==> config.mk <==
export PLATFORM = sky130hd
export DESIGN_NAME = data_mem_master_flat
export DESIGN_NICKNAME = d
export VERILOG_FILES = /design/src/rtl/data_mem_master_if.sv /design/src/rtl/data_mem_master.sv /design/src/flat_wrapper.sv
export SDC_FILE = /design/constraint.sdc
export NUM_CORES = 1
export LEC_CHECK = 0
export ABC_AREA = 1
export CORE_MARGIN = 2
export CORE_UTILIZATION = 30
export DETAILED_ROUTE_END_ITERATION = 10
export GPL_ROUTABILITY_DRIVEN = 1
export HOLD_SLACK_MARGIN = 0.05
export PLACE_DENSITY = 0.55
export SKIP_LAST_GASP = 1
export SYNTH_ARGS = -nofsm -noshare
export SYNTH_HDL_FRONTEND = slang
export SYNTH_SLANG_ARGS = --single-unit
export TNS_END_PERCENT = 5
==> constraint.sdc <==
create_clock -name clk -period 9.3 [get_ports clk]
set_input_delay 1.395 -clock clk [delete_from_list [all_inputs] [get_ports clk]]
set_output_delay 1.395 -clock clk [all_outputs]
set_load 0.01 [all_outputs]
==> src/rtl/data_mem_master_if.sv <==
// rtl/data_mem_master_if.sv - request/response and data-memory bus bundle for data_mem_master
//
// Purpose: groups the core-side request/response handshake and the data-memory
//          bus into one interface so the master and its environment share one port.
// Signals:
//   req_valid/req_ready/req_we/req_size/req_unsigned/req_addr/req_wdata  core request
//   resp_valid/resp_rdata/resp_err                                        core response
//   mem_A/mem_WD/mem_WE/mem_RD                                            data memory
// Modports:
//   master : the load/store initiator (drives req_ready, resp_*, mem_A/WD/WE)
//   slave  : the environment (core drives req_*, memory drives mem_RD)
interface data_mem_master_if #(
    parameter int ADDR_WIDTH = 32
);
    logic                  req_valid;
    logic                  req_ready;
    logic                  req_we;
    logic [1:0]            req_size;
    logic                  req_unsigned;
    logic [ADDR_WIDTH-1:0] req_addr;
    logic [31:0]           req_wdata;
    logic                  resp_valid;
    logic [31:0]           resp_rdata;
    logic                  resp_err;
    logic [ADDR_WIDTH-1:0] mem_A;
    logic [31:0]           mem_WD;
    logic                  mem_WE;
    logic [31:0]           mem_RD;

    modport master (
        input  req_valid, req_we, req_size, req_unsigned, req_addr, req_wdata, mem_RD,
        output req_ready, resp_valid, resp_rdata, resp_err, mem_A, mem_WD, mem_WE
    );

    modport slave (
        output req_valid, req_we, req_size, req_unsigned, req_addr, req_wdata, mem_RD,
        input  req_ready, resp_valid, resp_rdata, resp_err, mem_A, mem_WD, mem_WE
    );
endinterface

==> src/rtl/data_mem_master.sv <==
// rtl/data_mem_master.sv - load/store initiator for the word-organised data memory
//
// Purpose: accepts byte-addressed loads/stores from the core, issues word accesses
//          to the data memory, performs read-modify-write for byte/half stores and
//          returns sign- or zero-extended load data.
// Ports:
//   clk  rising-edge clock
//   rst  asynchronous active-high reset; aborts any operation in flight
//   bus  data_mem_master_if.master: req_* (in), req_ready/resp_* (out),
//        mem_A/mem_WD/mem_WE (out), mem_RD (in, combinational from mem_A)
// Parameters:
//   MEM_DEPTH   words in the attached memory; byte addresses >= 4*MEM_DEPTH are rejected
//   ADDR_WIDTH  width of req_addr and mem_A
// Configuration macro:
//   MISALIGN_CHK_EN  when defined, misaligned half/word requests are rejected;
//                    otherwise the low address bits below the access size are ignored.
module data_mem_master #(
    parameter int MEM_DEPTH  = 100,
    parameter int ADDR_WIDTH = 32
) (
    input  logic                 clk,
    input  logic                 rst,
    data_mem_master_if.master    bus
);

    localparam logic [ADDR_WIDTH-1:0] ADDR_LIMIT = ADDR_WIDTH'(4 * MEM_DEPTH);

    typedef enum logic [1:0] {
        IDLE  = 2'd0,
        READ  = 2'd1,
        WRITE = 2'd2,
        RESP  = 2'd3
    } state_t;

    state_t state;
    state_t state_nxt;

    // Request fields captured at accept; the core holds req_* but we do not rely on it.
    logic                  l_we;
    logic [1:0]            l_size;
    logic                  l_uns;
    logic [ADDR_WIDTH-1:0] l_addr;
    logic [31:0]           l_wdata;
    logic                  l_err;

    logic [31:0]           rbuf;      // word read in READ, merge source for RMW
    logic [31:0]           rdata_q;   // last successful load result

    logic                  misalign;
    logic                  req_err;
    logic [ADDR_WIDTH-1:0] word_idx;

    // Pick the addressed lane out of a memory word and extend it to 32 bits.
    function automatic logic [31:0] load_extract(input logic [31:0] w,
                                                 input logic [1:0]  size,
                                                 input logic [1:0]  lo,
                                                 input logic        uns);
        logic [7:0]  b;
        logic [15:0] h;
        logic [31:0] r;
        b = w[{lo, 3'b000} +: 8];
        h = lo[1] ? w[31:16] : w[15:0];
        case (size)
            2'b00:   r = uns ? {24'd0, b} : {{24{b[7]}}, b};
            2'b01:   r = uns ? {16'd0, h} : {{16{h[15]}}, h};
            default: r = w;
        endcase
        return r;
    endfunction

    // Replace the addressed lane of the old word with the low bits of the store data.
    function automatic logic [31:0] store_merge(input logic [31:0] old,
                                                input logic [31:0] wdata,
                                                input logic [1:0]  size,
                                                input logic [1:0]  lo);
        logic [31:0] r;
        r = old;
        case (size)
            2'b00: r[{lo, 3'b000} +: 8] = wdata[7:0];
            2'b01: begin
                if (lo[1]) r[31:16] = wdata[15:0];
                else       r[15:0]  = wdata[15:0];
            end
            default: r = wdata;
        endcase
        return r;
    endfunction

    always_comb begin
`ifdef MISALIGN_CHK_EN
        misalign = ((bus.req_size == 2'b01) && bus.req_addr[0]) ||
                   ((bus.req_size == 2'b10) && (bus.req_addr[1:0] != 2'b00));
`else
        misalign = 1'b0;
`endif
        req_err = (bus.req_size == 2'b11) || (bus.req_addr >= ADDR_LIMIT) || misalign;
    end

    assign word_idx = {2'b00, l_addr[ADDR_WIDTH-1:2]};

    // State register; reset forces IDLE so mem_WE and resp_valid drop immediately.
    always_ff @(posedge clk or posedge rst) begin
        if (rst) state <= IDLE;
        else     state <= state_nxt;
    end

    always_comb begin
        state_nxt      = state;
        bus.req_ready  = 1'b0;
        bus.resp_valid = 1'b0;
        bus.resp_err   = 1'b0;
        bus.mem_A      = '0;
        bus.mem_WD     = 32'd0;
        bus.mem_WE     = 1'b0;
        case (state)
            IDLE: begin
                bus.req_ready = 1'b1;
                if (bus.req_valid) begin
                    if (req_err)                     state_nxt = RESP;
                    else if (!bus.req_we)            state_nxt = READ;
                    else if (bus.req_size == 2'b10)  state_nxt = WRITE;
                    else                             state_nxt = READ;  // sub-word RMW
                end
            end
            READ: begin
                bus.mem_A = word_idx;
                state_nxt = l_we ? WRITE : RESP;
            end
            WRITE: begin
                bus.mem_A  = word_idx;
                bus.mem_WE = 1'b1;
                bus.mem_WD = store_merge(rbuf, l_wdata, l_size, l_addr[1:0]);
                state_nxt  = RESP;
            end
            RESP: begin
                bus.resp_valid = 1'b1;
                bus.resp_err   = l_err;
                state_nxt      = IDLE;
            end
            default: state_nxt = IDLE;
        endcase
    end

    always_ff @(posedge clk or posedge rst) begin
        if (rst) begin
            l_we    <= 1'b0;
            l_size  <= 2'b00;
            l_uns   <= 1'b0;
            l_addr  <= '0;
            l_wdata <= 32'd0;
            l_err   <= 1'b0;
            rbuf    <= 32'd0;
            rdata_q <= 32'd0;
        end else begin
            if ((state == IDLE) && bus.req_valid) begin
                l_we    <= bus.req_we;
                l_size  <= bus.req_size;
                l_uns   <= bus.req_unsigned;
                l_addr  <= bus.req_addr;
                l_wdata <= bus.req_wdata;
                l_err   <= req_err;
            end
            if (state == READ) begin
                rbuf <= bus.mem_RD;
                // Result is registered here so it is stable for the whole RESP cycle
                // and held afterwards; stores and errors never touch it.
                if (!l_we)
                    rdata_q <= load_extract(bus.mem_RD, l_size, l_addr[1:0], l_uns);
            end
        end
    end

    assign bus.resp_rdata = rdata_q;

endmodule

==> src/flat_wrapper.sv <==
// flat-port wrapper written by rule: the top's interface ports become plain ports
module data_mem_master_flat 
#(
    parameter int MEM_DEPTH  = 100,
    parameter int ADDR_WIDTH = 32
)
  (clk, rst, bus_req_valid, bus_req_we, bus_req_size, bus_req_unsigned, bus_req_addr, bus_req_wdata, bus_mem_RD, bus_req_ready, bus_resp_valid, bus_resp_rdata, bus_resp_err, bus_mem_A, bus_mem_WD, bus_mem_WE);
  data_mem_master_if #(.ADDR_WIDTH(ADDR_WIDTH)) bus_i ();
  input  logic clk;
  input  logic rst;
  input wire logic [$bits(bus_i.req_valid)-1:0] bus_req_valid;
  input wire logic [$bits(bus_i.req_we)-1:0] bus_req_we;
  input wire logic [$bits(bus_i.req_size)-1:0] bus_req_size;
  input wire logic [$bits(bus_i.req_unsigned)-1:0] bus_req_unsigned;
  input wire logic [$bits(bus_i.req_addr)-1:0] bus_req_addr;
  input wire logic [$bits(bus_i.req_wdata)-1:0] bus_req_wdata;
  input wire logic [$bits(bus_i.mem_RD)-1:0] bus_mem_RD;
  output wire logic [$bits(bus_i.req_ready)-1:0] bus_req_ready;
  output wire logic [$bits(bus_i.resp_valid)-1:0] bus_resp_valid;
  output wire logic [$bits(bus_i.resp_rdata)-1:0] bus_resp_rdata;
  output wire logic [$bits(bus_i.resp_err)-1:0] bus_resp_err;
  output wire logic [$bits(bus_i.mem_A)-1:0] bus_mem_A;
  output wire logic [$bits(bus_i.mem_WD)-1:0] bus_mem_WD;
  output wire logic [$bits(bus_i.mem_WE)-1:0] bus_mem_WE;
  assign bus_i.req_valid = bus_req_valid;
  assign bus_i.req_we = bus_req_we;
  assign bus_i.req_size = bus_req_size;
  assign bus_i.req_unsigned = bus_req_unsigned;
  assign bus_i.req_addr = bus_req_addr;
  assign bus_i.req_wdata = bus_req_wdata;
  assign bus_i.mem_RD = bus_mem_RD;
  assign bus_req_ready = bus_i.req_ready;
  assign bus_resp_valid = bus_i.resp_valid;
  assign bus_resp_rdata = bus_i.resp_rdata;
  assign bus_resp_err = bus_i.resp_err;
  assign bus_mem_A = bus_i.mem_A;
  assign bus_mem_WD = bus_i.mem_WD;
  assign bus_mem_WE = bus_i.mem_WE;
  data_mem_master #(.MEM_DEPTH(MEM_DEPTH), .ADDR_WIDTH(ADDR_WIDTH)) u_core (.clk(clk), .rst(rst), .bus(bus_i));
endmodule
# Word-level counts from Yosys, hierarchy flattened
# Cells that the tools add are included.
[classes]
add_sub_neg = 1
n_eq_ne = 7
n_lt_le_gt_ge = 1
n_bitwise = 1
n_reduce_logical = 6
n_mux = 20
n_shift = 3
[ops]
columns = ["operator", "n"]
rows = [
  ["case mux 32 bit (2 select lines)", 2],
  ["2-to-1 mux 32 bit", 3],
  ["2-to-1 mux 16 bit", 3],
  ["bitwise mux 32 bit", 1],
  ["greater-or-equal comparator 32 x 9 -> 1 bit (second input constant)", 1],
  ["variable shift 8 x 7 -> 32 bit (first input constant)", 1],
  ["variable part select 32 x 6 -> 8 bit", 1],
  ["variable part select 8 x 7 -> 32 bit", 1],
  ["2-to-1 mux 30 bit", 1],
  ["equality test 2 bit (second input constant)", 4],
  ["2-to-1 mux 2 bit", 4],
  ["case mux 2 bit (4 select lines)", 1],
  ["negation 5 -> 7 bit", 1],
  ["2-to-1 mux 1 bit", 5],
  ["equality test 2 x 1 -> 1 bit (second input constant)", 2],
  ["zero test 2 bit", 2],
  ["!= test 2 bit (second input constant)", 1],
  ["AND reduction 2 bit", 1],
  ["OR reduction 2 bit", 1],
  ["logical AND 1 bit", 1],
  ["logical OR 1 bit", 1],
  ["NOT 1 bit", 1],
]
[totals]
out_inout_bits = 100
ff_bits = 135
word_cells = 48
input_bits = 103

# Logic depth before layout (Yosys ltp)
# Gate-level depths: netlist of the first run.
[depth]
ltp_word = 6
mapped_depth = 10
mapped_depth_nobuf = 9

# Least setup slack after synthesis of the first run
# OpenSTA, ideal clock, no wires.
[synth_path]
kind = "register to output"
from = "reg u_core.l_addr[1]"
to = "out bus_mem_WD[10]"
arrival_time_ns = 1.661
path_stages_with_launch = 9
required_ns = 7.905
setup_slack_ns = 6.244
cell_sequence = "dfrtp_1 > inv_1 > buf_6 > ha_1 > clkbuf_1 > nand2_1 > o22ai_1 > nand2_1 > a21oi_1"
[synth_via]
elab_chain_cells = 5
[synth_lines]
columns = ["element", "line_no", "text"]
rows = [
  ["start: declaration", "data_mem_master.sv:42", "logic [ADDR_WIDTH-1:0] l_addr;"],
  ["start signal: assignment", "data_mem_master.sv:159", "l_addr <= bus.req_addr;"],
  ["negation 5 -> 7 bit", "data_mem_master.sv:79", "2'b00: r[{lo, 3'b000} +: 8] = wdata[7:0];"],
  ["variable part select 8 x 7 -> 32 bit / variable shift 8 x 7 -> 32 bit (equally long branches)", "data_mem_master.sv:79", ""],
  ["bitwise mux 32 bit", "data_mem_master.sv:79", ""],
  ["case mux 32 bit (2 select lines) *", "data_mem_master.sv:78", "case (size)"],
  ["2-to-1 mux 32 bit *", "data_mem_master.sv:115", "case (state)"],
  ["end: declaration", "flat_wrapper.sv:23", "output wire logic [$bits(bus_i.mem_WD)-1:0] bus_mem_WD;"],
]
# Every way passes the cells marked *; elsewhere a longest branch is shown, timed or not.

# Worst setup path after layout of the first run
[layout_path]
from = "reg u_core.l_addr[0]"
to = "out bus_mem_WD[15]"
[layout_via]
elab_chain_cells = 5
[layout_lines]
columns = ["element", "line_no"]
rows = [
  ["negation 5 -> 7 bit *", "data_mem_master.sv:79"],
  ["variable part select 8 x 7 -> 32 bit / variable shift 8 x 7 -> 32 bit (equally long branches)", "data_mem_master.sv:79"],
  ["bitwise mux 32 bit *", "data_mem_master.sv:79"],
  ["case mux 32 bit (2 select lines) *", "data_mem_master.sv:78"],
  ["2-to-1 mux 32 bit *", "data_mem_master.sv:115"],
]
# Marks and branches as above.

==> metrics.yaml, run 1 <==
outcome:
  status: "completed"
placement:
  place_hpwl_um: 18100
  placement.io_buffers: 200
  pre_cts_ws_ns: 5.19
  gp_congestion: 0.892
  placedInstanceArea_sq_um: 9580
setup_path:
  timing.rr.end: "u_core.bus.resp_rdata[19]"
  timing.critical_path.to_type: "primary output"
  worst_setup_path_start_kind: "register"
  rrSetupSlack_ns: 7.11
  worst-setup-path-type: "reg2out"
  worst-endpoint-arrival_ns: 3.20
  crit_path_max_incr_delay_ns: 0.61
  worst-r2r-cell-count: 7
  rr_startpoint: "u_core.state[1]"
  worst_path_max_delay_cell: "dfrtp_1"
  cp_cell_sequence: "inv_1, ha_1, inv_1, nand3_1, o22ai_1, nand2_1, a21oi_1, clkdlybuf4s50_1"
  crit_path_frequent_cell: "inv_1"
  cp.required_ns: 7.91
  startpoint: "u_core.l_addr[0]"
  crit_fanout: 13
  cp-endpoint: "bus_mem_WD[15]"
grt:
  grt_usage: 0.193
  antenna_found_initial: 5
  grt_pass1_wl_um: 39000
  via_count_of_the_first_global_routing_pass: 7004
  grt_start_max_net_pins: 89
  globalRoute.totalOverflow: 0
timing:
  worst_case_setup_margin_in_the_final_layout_ns: 4.71
  worst_slew_margin_rel: 0.287
  finalHoldViolCount: 0
  finalSetupViolCount: 0
  clock-skew-final_ns: 0.0117
  final_period_minus_worst_setup_slack_ns: 4.59
  fin_setup_tns_ns: 0
  grt_setup_unrepaired: "no"
  tightestPinTransition_ns: 1.07
  maxClockFrequency_ghz: 0.218
  drv_slew: 0
  final.period_utilization: 0.494
synthesis:
  synth_edf_count: 0
  post_synth_instance_area_sq_um: 7410
  synth.lib_cells_used.distinct: 33
  post_synth_inst_count: 1021
  synth.yosys.seq_area_share: 0.456
  synthArstFlopShare: 1.00
  synthMostInstantiatedCell: "nand2_1"
  netlist.top_cell.by_area: "dfrtp_1"
  synth_largest_type_area_fraction: 0.456
  syn_area_per_cell_sq_um: 7.26
  synthesis.yosys.warnings: 0
  synthesized_flop_and_latch_total: 135
  synth_commonest_cells: "nand2_1, dfrtp_1, inv_1"
  leading_post_synthesis_cells_by_cell_area: "dfrtp_1, nand2_1, o21ai_0, a21oi_1, inv_1"
  dominantRegCellSynth: "dfrtp_1"
power_and_ir_drop:
  pwr-share-comb: 0.534
  worst_ir_drop_vdd_mv: 0.171
  power.density_nw_per_um2: 368
  internal-power_uw: 2110
  swShare: 0.438
  switching_power_uw: 1640
  power.clock.fraction: 0.184
  power_frac_seq: 0.282
  power.leakage_uw: 0.00480
routing:
  route.detailed.vias_per_inst: 4.71
  detailed_route_drc_error_count: 0
  dr_total_vias: 7205
  ant_nets: 0
  wl_um: 24900
  drtPass1Iterations: 7
  routed_wire_length_per_instance_um: 16.3
  drt_iter0_drc: 558
floorplan:
  die_area_sq_um: 26000
  boundaryPins: 203
  chip_width_um: 161
  core_area_sq_um: 24300
  initial_core_util: 0.305
  die_height_um: 161
  num_rows: 57
worst_hold_path:
  timing.hold.worst.class: "reg2reg"
  min-delay-start: "u_core.bus.resp_rdata[8]"
finish:
  layout.filler_cells: 2524
  multiInputGateArea_sq_um: 3320
  total_area_of_sequential_cells_sq_um: 3380
  num-nets-final: 1304
  syn2layout_area_growth_pct: 37.4
  fin_area_sq_um: 10200
  utilization: 0.419
  drive_gt1_frac: 0.0615
job:
  drv.max_cap_violation_count: 0
clock_tree:
  clock_tree_sinks: 135
  cts_resized: 0
  clock_tree.root_cell: "clkbuf_16"
  cts.reportedPaths.clkPinSlew_ns: 0.06
  post_cts_hold_buffer_count: 0
  cts_made_buffers: 17
  cts_tree: "built"
  cts.htree.levels: 4
  post-cts-setup-buffers: 0
  cts.path.max_buffers: 2
  clock_latency_ns: 0.42
worst min-delay path by stage:
| stage | endpoint | slack (ns) | cells past startpoint |
|---|---|---|---|
| final | u_core.bus.resp_rdata[8] | 0.48 | 2 |
| after detailed placement | u_core.l_addr[7] | 0.46 | 2 |
| after floorplan | u_core.rbuf[2] | 0.44 | 2 |
| after CTS | u_core.l_addr[7] | 0.48 | 2 |
| after global placement | u_core.l_addr[17] | 0.46 | 2 |
| after global routing | u_core.l_addr[22] | 0.50 | 2 |
registers in the layout (all words and copies together), names as in the netlist:
register,flops
u_core.bus.resp_rdata,32
u_core.l_addr,32
u_core.l_wdata,32
u_core.rbuf,32
u_core.l_size,2
u_core.state,2
u_core.l_err,1
u_core.l_uns,1
u_core.l_we,1
worst max-delay path: cells and delay by family (launching register included):
kind            cells  cell delay [ns]
compound gates      2             0.41
fa+ha+maj           1             0.41
buf+inv             3             1.15
flops               1             0.61
simple gates        2             0.22
per-layer routing:
layer / track usage / wire [um] / vias to the layer above
li1: - / - / 3584
met1: 0.254 / 11200 / 3360
met4: 0.0641 / 633 / 2
met2: 0.303 / 11300 / 226
met3: 0.0616 / 1840 / 33
met5: 0 / 13 / -
cell families (layout without fill, tap and decap cells):
kind of cell | after synthesis | in the layout | synth area share
compound gates | 230 | 230 | 0.170
fa+ha+maj | 9 | 9 | 0.0152
buf+inv | 165 | 346 | 0.0968
flops | 135 | 135 | 0.456
other cells | 1 | 6 | 0.000506
simple gates | 481 | 481 | 0.262
final cells by class:
type,instances,area share
Clock inverter,12,0.0152
Inverter,109,0.0408
Antenna cell,4,0.000983
Clock buffer,18,0.0431
Timing Repair Buffer,207,0.202
Multi-Input combinational cell,722,0.326
Tap cell,324,0.0398
Sequential cell,135,0.332
stage by stage:
stage	hold WS (ns)	total power (uW)	std cells
6_report	0.479	3750	1531
5_1_grt	0.497	4050	1527
4_1_cts	0.483	3780	1527
3_5_place_dp	0.465	3070	1497
3_3_place_gp	0.464	3060	1497
2_1_floorplan	0.443	2250	1022
power groups by stage:
stage               Sequential, uW  Combinational (uW)  Clock (uW)
floorplan                     1030                1220           0
global placement              1060                2000           0
detailed placement            1060                2010           0
CTS                           1060                2020         704
global route                  1090                2230         731
finish                        1060                2000         689
cell usage in the layout (no fill, tap or decap), types with 2 or more instances in the layout:
master,instances
buf_4,7
nand2_1,364
o21ai_0,103
diode_2,4
ha_1,9
a21oi_2,11
inv_1,103
nand2_2,4
dfrtp_1,134
clkinv_4,2
nor2_1,68
nor2_4,2
nor3_1,9
clkdlybuf4s50_1,200
nand3_1,20
nor2_2,8
clkbuf_16,17
a22oi_1,7
bufinv_16,3
clkinvlp_4,5
nand2_4,2
o22ai_1,26
conb_1,2
inv_2,3
clkinv_2,3
a21oi_1,81
Power figures use the tool's default switching activity.
==> run 2: changes to the inputs <==
PLACE_DENSITY = 0.57   (was 0.55)
clock period = 4.1 ns   (was 9.3 ns; I/O delays follow)
==> metrics.yaml, run 2 (same netlist as run 1, synthesis figures left out) <==
timing:
  fin_setup_tns_ns: 0  # unchanged
  worst_slew_margin_rel: 0.275  # -0.0125
  hold-worst-slack_ns: 0.479  # +0.0000340 ns
  clock-skew-final_ns: 0.00871  # -0.00300 ns
  drv_slew: 0  # unchanged
  maxClockFrequency_ghz: 0.265
  finalSetupViolCount: 0  # unchanged
  final_period_minus_worst_setup_slack_ns: 3.77
  final.period_utilization: 0.919
  grt_setup_unrepaired: "no"
  worst_case_setup_margin_in_the_final_layout_ns: 0.331  # -4.38 ns
  tightestPinTransition_ns: 1.09  # +0.0187 ns
  finalHoldViolCount: 0  # unchanged
grt:
  grt_start_max_net_pins: 73  # -18%
  gr-usage-met1: 0.257  # +0.00225
  grt_usage: 0.198  # +0.00494
  via_count_of_the_first_global_routing_pass: 7187  # +2.6%
  antenna_found_initial: 4  # -1
  grt_pass1_wl_um: 40100  # +2.9%
  globalRoute.totalOverflow: 0  # unchanged
  groute.layer.met3.usage: 0.0570  # -0.00462
  gr-usage-met2: 0.315  # +0.0123
  global_routing_s_busiest_layer: "met2"
placement:
  gp_congestion: 0.912  # +2.2%
  place_hpwl_um: 18700  # +3.8%
  pre_cts_ws_ns: 0.795  # -4.40 ns
  placement.io_buffers: 200  # unchanged
clock_tree:
  clock_tree_sinks: 135  # unchanged
  clock_latency_ns: 0.43  # about the same
  clock_tree.root_cell: "clkbuf_16"
  cts_made_buffers: 17  # unchanged
  cts_tree: "built"
  cts_resized: 0  # unchanged
  post_cts_hold_buffer_count: 0  # unchanged
  cts.path.max_buffers: 2  # unchanged
  post-cts-setup-buffers: 0  # unchanged
  cts.reportedPaths.clkPinSlew_ns: 0.06  # about the same
  cts.htree.levels: 4  # unchanged
routing:
  detailed_route_drc_error_count: 0  # unchanged
  route.detailed.vias_per_inst: 4.71  # +0.14%
  dr_total_vias: 7220  # +0.21%
  drtPass1Iterations: 5  # -2
  drt_iter0_drc: 602  # +7.9%
  wl_um: 25400  # +2.0%
  ant_nets: 0  # unchanged
  routed_wire_length_per_instance_um: 16.6  # +1.9%
outcome:
  status: "completed"
job:
  drv.max_cap_violation_count: 0  # unchanged
setup_path:
  worst-r2r-cell-count: 7  # unchanged
  crit_fanout: 13  # unchanged
  rr_startpoint: "u_core.state[1]"
  rrSetupSlack_ns: 1.62  # -5.49 ns
  timing.rr.end: "u_core.bus.resp_rdata[17]"
  worst-endpoint-arrival_ns: 3.15  # -0.05 ns
  timing.critical_path.to_type: "primary output"
  worst_setup_path_start_kind: "register"
  worst-setup-path-type: "reg2out"
  cp.required_ns: 3.48  # -4.43 ns
finish:
  total_area_of_sequential_cells_sq_um: 3380  # unchanged
  layout.filler_cells: 2523  # -0.040%
  multiInputGateArea_sq_um: 3320  # unchanged
  syn2layout_area_growth_pct: 37.5  # about the same
  drive_gt1_frac: 0.0638  # +0.00233
  utilization: 0.419  # about the same
  num-nets-final: 1305  # +0.077%
  mostFrequentLayoutCell: "nand2_1"
  commonest_non_fill_non_tap_cells_in_the_layout: "nand2_1, clkdlybuf4s50_1, dfrtp_1, inv_1, o21ai_0"
power_and_ir_drop:
  internal-power_uw: 4730  # +120%
  power_frac_seq: 0.286  # +0.004
  power.leakage_uw: 0.00481  # +0.25%
  swShare: 0.445  # +0.00689
  power.clock.fraction: 0.180  # -0.004
  worst_ir_drop_vdd_mv: 0.287  # +67%
  power.density_nw_per_um2: 837  # +130%
  pwr-share-comb: 0.535  # about the same
  switching_power_uw: 3790  # +130%
floorplan:
  die_height_um: 161  # unchanged
  die_area_sq_um: 26000  # unchanged
  chip_width_um: 161  # unchanged
  core_area_sq_um: 24300  # unchanged
  boundaryPins: 203  # unchanged
  num_rows: 57  # unchanged
  initial_core_util: 0.305  # unchanged
worst_hold_path:
  whs_path_depth: 2  # unchanged
  min-delay-start: "u_core.bus.resp_rdata[13]"
  timing.hold.worst.class: "reg2reg"
  worst_hold_path.endpoint: "u_core.bus.resp_rdata[13]"
run 2: changes by cell type in the layout (fill, tap and decap cells not counted), sizes merged:
cell      change
diode         -2
clkinv        +2
bufinv        -1
buf           +1
inv           +2
clkinvlp      -1
run 2: layout make-up:
class	instances	share of cell area
repair buffers	208	0.204
inverters	109	0.0406
well taps	324	0.0398
diodes	2	0.000491
clock buffers	18	0.0431
multi-input cells	722	0.326
clock inverters	14	0.0147
flip-flops and latches	135	0.332
run 2: power by group through the flow:
| stage | sequential [uW] | clock [uW] | combinational (uW) |
|---|---|---|---|
| floorplan | 2340 | 0 | 2770 |
| global placement | 2430 | 0 | 4520 |
| detailed placement | 2430 | 0 | 4570 |
| CTS | 2420 | 1580 | 4580 |
| global route | 2500 | 1630 | 5080 |
| finish | 2430 | 1530 | 4560 |
run 2: worst max-delay path by stage:
stage                                start                       end  slack, ns  cells after the start
after floorplan                        rst  u_core.bus.resp_rdata[0]       1.81                      1
after global placement    u_core.l_addr[0]             bus_mem_WD[7]       0.91                      7
after detailed placement  u_core.l_addr[0]             bus_mem_WD[3]       0.79                      7
after CTS                 u_core.l_addr[0]             bus_mem_WD[3]       0.34                      7
after global routing      u_core.l_addr[0]             bus_mem_WD[9]       0.14                      8
final                     u_core.l_addr[0]             bus_mem_WD[8]       0.33                      8
run 2: worst max-delay path: stages, from the launching register on:
cell,delay (ns)
dfrtp_1,0.60
inv_1,0.28
ha_1,0.42
inv_1,0.26
nand3_1,0.14
o22ai_1,0.16
nand2_1,0.09
a21oi_1,0.21
clkdlybuf4s50_1,0.58
run 2: through the flow:
stage	instance area [sq um]	power, uW	cells
finish	10200	8520	1532
global route	10200	9220	1530
CTS	10200	8580	1530
detailed placement	9590	7000	1498
global placement	9590	6950	1498
floorplan	7420	5110	1022
run 2: metal layers:
| metal | part of all wire | vias up | wire length (um) |
|---|---|---|---|
| met2 | 0.45 | 263 | 11500 |
| met5 | 0.00051 | - | 13 |
| li1 | - | 3585 | - |
| met1 | 0.44 | 3322 | 11100 |
| met4 | 0.030 | 2 | 765 |
| met3 | 0.078 | 48 | 1980 |
==> RTL edit 1: new RTL, flow settings as in run 2 <==
Build with the macro `MISALIGN_CHK_EN` defined.
--- a/src/rtl/data_mem_master.sv
+++ b/src/rtl/data_mem_master.sv
@@ -15,4 +15,6 @@
 //   MISALIGN_CHK_EN  when defined, misaligned half/word requests are rejected;
 //                    otherwise the low address bits below the access size are ignored.
+`define MISALIGN_CHK_EN
+
 module data_mem_master #(
     parameter int MEM_DEPTH  = 100,
Formal check against the unedited RTL: not equivalent (Yosys sat finds a counterexample within 4 cycles, from zero or initial values and one cycle with rst high).
==> RTL edit 1 against run 2 <==
Power up 1.6%; sequential cell count is the same; final area increased by 1.7%; register-to-register slack gained 0.30 ns; wire length grew 3.4%; area after synthesis increased by 0.62%; clock skew is 0.0011 ns lower; worst setup slack better by 0.066 ns; first-iteration DRC count down 4.0%.
==> RTL edit 1: results (changes against run 2) <==
metric	value	unit	change
status	completed		
CTS H-tree lvls	4		unchanged
number of global-route vias before repair	7158		-0.40%
filler cell count	2569		+1.8%
Tightest Hold Check Type	flop to flop		
# resized after CTS	0		unchanged
mux cell area share after synthesis	0	%	unchanged
worst vdd ir	390	uV	+36%
placed cells	1517		+1.3%
CTS Buffer Depth	2		unchanged
Yosys cell types	32		-3.0%
drt pass-1 iters	6		+1
CTS clk-pin slew, worst paths	0.06	ns	about the same
async set-reset flop share out of synthesis	100	%	unchanged
first-pass GRT wire length	41100	um	+2.4%
Port-buffer cells	200		unchanged
Synth Area in XOR/XNOR	0	%	unchanged
largest net degree at the start of global routing	67		-8.2%
R2R Setup Slk	1.92	ns	+0.30 ns
root buffer cell	clkbuf_16		
Synth area leader	dfrtp_1		
sequential element share of the synthesized area	45.3	%	-0.28 points
First DRT Iteration DRCs	578		-4.0%
CP max stage cell	clkdlybuf4s50_1		
Nets	1324		+1.5%
wire per inst	17.0	um	+2.2%
routed vias	7451		+3.2%
Skew-Pair Late Insertion Delay	0.42	ns	
Fin Clk Skew	0.00756	ns	-0.00115 ns
crit-path leading delay family	buffers and inverters		
Setup WS pre-CTS	0.847	ns	+0.0519 ns
Compound-Gate Fraction of Synth Area	17.7	%	+0.77 points
P_leak	4.91	nW	+2.1%
warnings from Yosys	0		unchanged
worst slew pin tran	1.16	ns	+0.0680 ns
Synth Area in Adders	1.51	%	-0.0094 points
Placer Congestion	0.845		-7.4%
average cell area after synthesis	7.17	um2	-1.2%
Tcrit/Tclk final	90.3	%	-1.6 points
largest cells by area after synthesis	dfrtp_1 45%, nand2_1 19%, o21ai_0 6.8%		
GRT Total Usage	20.3	%	+0.44 points
slowest stage delay, CP	0.58	ns	-0.02 ns
Final Non-Filler Cells	1550		+1.2%
total CTS buffers	17		unchanged
worst-path maximum fanout	14		+1
layout cells sized above 1	5.96	%	-0.42 points
antenna violations before repair	3		-1
worst hold slack	0.479	ns	+0.000292 ns
postcts setup bufs	0		unchanged
dpl hpwl	18900	um	+0.61%
Synth top cells by count	380 x nand2_1, 135 x dfrtp_1, 107 x inv_1		
==> RTL edit 1: cell types whose count changed in the layout (fill, tap and decap cells not counted), sizes merged, moves of 2 or more <==
cell / delta
a21oi: +11
a22oi: +9
buf: +5
bufinv: +4
clkinv: -3
nand2: +14
nand3: -2
nand4: +8
nor2: -20
o22ai: -9
==> RTL edit 1: path summary, 6_finish.rpt <==
path / startpoint / to / cells past startpoint
max: u_core.l_addr[0] / bus_mem_WD[2] / 6
min: u_core.l_addr[27] / u_core.l_addr[27] / 2
max reg2reg: u_core.state[1] / u_core.bus.resp_rdata[0] / 10
min reg2reg: u_core.l_addr[27] / u_core.l_addr[27] / 2
max in group asynchronous: rst / u_core.rbuf[21] / 3
min in group asynchronous: rst / u_core.l_wdata[25] / 2
==> RTL edit 1: cell type report <==
class | instances | area share [%]
Clock inverter | 12 | 2.19
Clock buffer | 19 | 4.18
Sequential cell | 135 | 32.6
Inverter | 112 | 4.11
Timing Repair Buffer | 213 | 20.4
Tap cell | 324 | 3.91
Antenna cell | 2 | 0.0483
Multi-Input combinational cell | 733 | 32.6
==> RTL edit 1: per-stage QoR <==
stage,cell area [um2],utilization (%)
finish,10400,42.5
global route,10400,42.5
CTS,10400,42.4
detailed placement,9690,39.7
global placement,9690,39.7
floorplan,7460,-
==> RTL edit 1: cells by family after synthesis <==
kind of cell,Yosys count
compound gates,241
fa+ha+maj,9
simple gates,481
flops,135
buf+inv,173
other cells,1
==> RTL edit 1: metal layers <==
layer | part of all wire [%] | vias up | GRT usage [%]
met3 | 8.3 | 27 | 6.18
met2 | 47 | 274 | 32.5
met4 | 1.7 | 2 | 5.23
li1 | - | 3646 | -
met1 | 43 | 3502 | 26.8
met5 | 0.049 | - | 0
==> RTL edit 1: worst min-delay path, delay by kind of cell, from the launching register on <==
kind | cells | cell delay (ns)
flops | 1 | 0.34
simple gates | 2 | 0.10
==> RTL edit 1: where the power goes <==
group	internal (mW)	switching, mW
clock network	1.14	0.602
registers	1.99	0.440
logic	1.82	2.68
==> RTL edit 2: new RTL, settings of run 2 <==
Without the edit above. Reset style: synchronous (`rst`), changed in 2 clocked blocks. Comments in the files are not updated.
--- a/src/rtl/data_mem_master.sv
+++ b/src/rtl/data_mem_master.sv
@@ -100,5 +100,5 @@
 
     // State register; reset forces IDLE so mem_WE and resp_valid drop immediately.
-    always_ff @(posedge clk or posedge rst) begin
+    always_ff @(posedge clk) begin
         if (rst) state <= IDLE;
         else     state <= state_nxt;
@@ -142,5 +142,5 @@
     end
 
-    always_ff @(posedge clk or posedge rst) begin
+    always_ff @(posedge clk) begin
         if (rst) begin
             l_we    <= 1'b0;
Formal check against the unedited RTL: differs if rst is asserted again (counterexample within 4 cycles, from zero or initial values and one cycle with rst high); with rst held inactive, the same outputs for 10 cycles.
==> RTL edit 2 against run 2 <==
Final area down 5.1%; area after synthesis shrank 7.1%; worst setup slack improved by 0.16 ns; wire length rose by 0.36%; largest cell class is now multi-input gates; non-clock buffer count increased by 3; sequential cell count stayed put; critical path type unchanged.
Power is not compared: it rests on default switching activity, and its combinational part moved more than twofold at a synthesized area within 25%.
==> RTL edit 2: results (changes against run 2) <==
metric	value	unit	change
comb_multi_in	720		-0.28%
post-route design area	9670	um2	-5.1%
layout cells sized above 1	5.64	%	-0.74 points
Synth top cells by count	180 x nand2_1, 157 x nor2_1, 142 x o21ai_0		
non-clock buffer count in the final layout	211		+1.4%
WHS Endpoint	u_core.l_we		
antenna violations before repair	1		-3
R2R Setup Slk	1.50	ns	-0.12 ns
status	completed		
Placement Cell Area	9020	um2	-6.0%
first-pass GRT wire length	39000	um	-2.7%
Inserted Diodes	0		-2
met1 usage	27.7	%	+2.0 points
Reg-to-Reg End	u_core.rbuf[10]		
Fin Clk Skew	0.0105	ns	+0.00176 ns
Placer Congestion	0.883		-3.1%
worst-path maximum fanout	12		-1
wire per inst	17.1	um	+3.2%
First DRT Iteration DRCs	467		-22%
CP max stage cell	dfxtp_1		
Reg2Reg Depth	5		-2
multi-input combinational area share	35.6	%	+3.0 points
Synth Area in Adders	1.64	%	+0.12 points
Vias/cell	4.98		+5.6%
Post-Synthesis Cells	1033		+1.2%
async set-reset flop share out of synthesis	0	%	-100 points
HP Start	u_core.l_we		
worst slew pin tran	1.15	ns	+0.0627 ns
GRT Total Usage	20.7	%	+0.91 points
Post-synth EDFFs	0		unchanged
Final Non-Filler Cells	1490		-2.7%
largest net degree at the start of global routing	89		+22%
number of global-route vias before repair	7039		-2.1%
sequential element share of the synthesized area	39.3	%	-6.3 points
WP data arrival	3.00	ns	-0.15 ns
Compound-Gate Fraction of Synth Area	25.9	%	+8.9 points
slowest stage delay, CP	0.56	ns	-0.04 ns
drt pass-1 iters	6		+1
signal buffers share of area	21.7	%	+1.3 points
Inverters, non-clock	108		-0.92%
dpl hpwl	18600	um	-0.67%
met3 usage	5.65	%	-0.046 points
filler cell count	2424		-3.9%
Yosys cell types	32		-3.0%
sequential cell area	2700	um2	-20%
largest cells by area after synthesis	dfxtp_1 39%, o21ai_0 10%, nand2_1 9.8%		
Crit. Startpoint	u_core.l_addr[0]		
worst r2r src	u_core.state[1]		
clock network share of area	6.74	%	+0.96 points
largest family of logic cells by synthesized area	compound AO/OA/AOI/OAI gates		
CTS H-tree lvls	4		unchanged
met2 Usage GRT	33.4	%	+1.9 points
Synth Area in XOR/XNOR	0	%	unchanged
# clk buffers	20		+2
==> RTL edit 2: changes by cell type after synthesis, moves of 11 or more <==
| cell | run 2 | this run |
|---|---|---|
| nand2_1 | 365 | 180 |
| dfrtp_1 | 135 | 0 |
| dfxtp_1 | 0 | 135 |
| nor2_1 | 68 | 157 |
| o21ai_0 | 103 | 142 |
| clkbuf_1 | 26 | 55 |
| a21oi_1 | 81 | 109 |
| a31oi_1 | 0 | 18 |
| o21ai_1 | 0 | 11 |
==> RTL edit 2: power groups by stage <==
stage / clock, mW / combinational (mW) / sequential [mW]
after detailed placement: 0 / 2.26 / 1.87
after floorplan: 0 / 1.36 / 1.83
final: 1.72 / 2.27 / 1.84
after global routing: 1.80 / 2.51 / 1.88
after global placement: 0 / 2.26 / 1.86
after CTS: 1.74 / 2.27 / 1.84
==> RTL edit 2: per-stage QoR <==
step                util, %  hold slack, ns  total power [mW]  worst slack [ns]
floorplan                 -           0.429              3.19              1.56
global placement       40.0           0.446              4.12             0.993
detailed placement     40.0           0.448              4.13             0.984
finish                 42.8           0.453              5.83             0.487
global route           42.8           0.492              6.19             0.245
CTS                    42.8           0.458              5.85             0.520
==> RTL edit 2: per-layer routing <==
| metal | wire (um) | vias up |
|---|---|---|
| met5 | 13 | - |
| met4 | 298 | 2 |
| met3 | 1680 | 24 |
| met2 | 11800 | 234 |
| met1 | 11700 | 3443 |
| li1 | - | 3711 |
==> RTL edit 2: how the worst max path moves through the flow <==
stage                          end  slack [ns]  depth (start not counted)
floorplan            bus_mem_WD[0]        1.56                          9
global placement    bus_mem_WD[15]        0.99                          7
detailed placement  bus_mem_WD[27]        0.98                          8
CTS                  bus_mem_WD[6]        0.52                          8
global route         bus_mem_WD[2]        0.25                          8
finish               bus_mem_WD[6]        0.49                          8
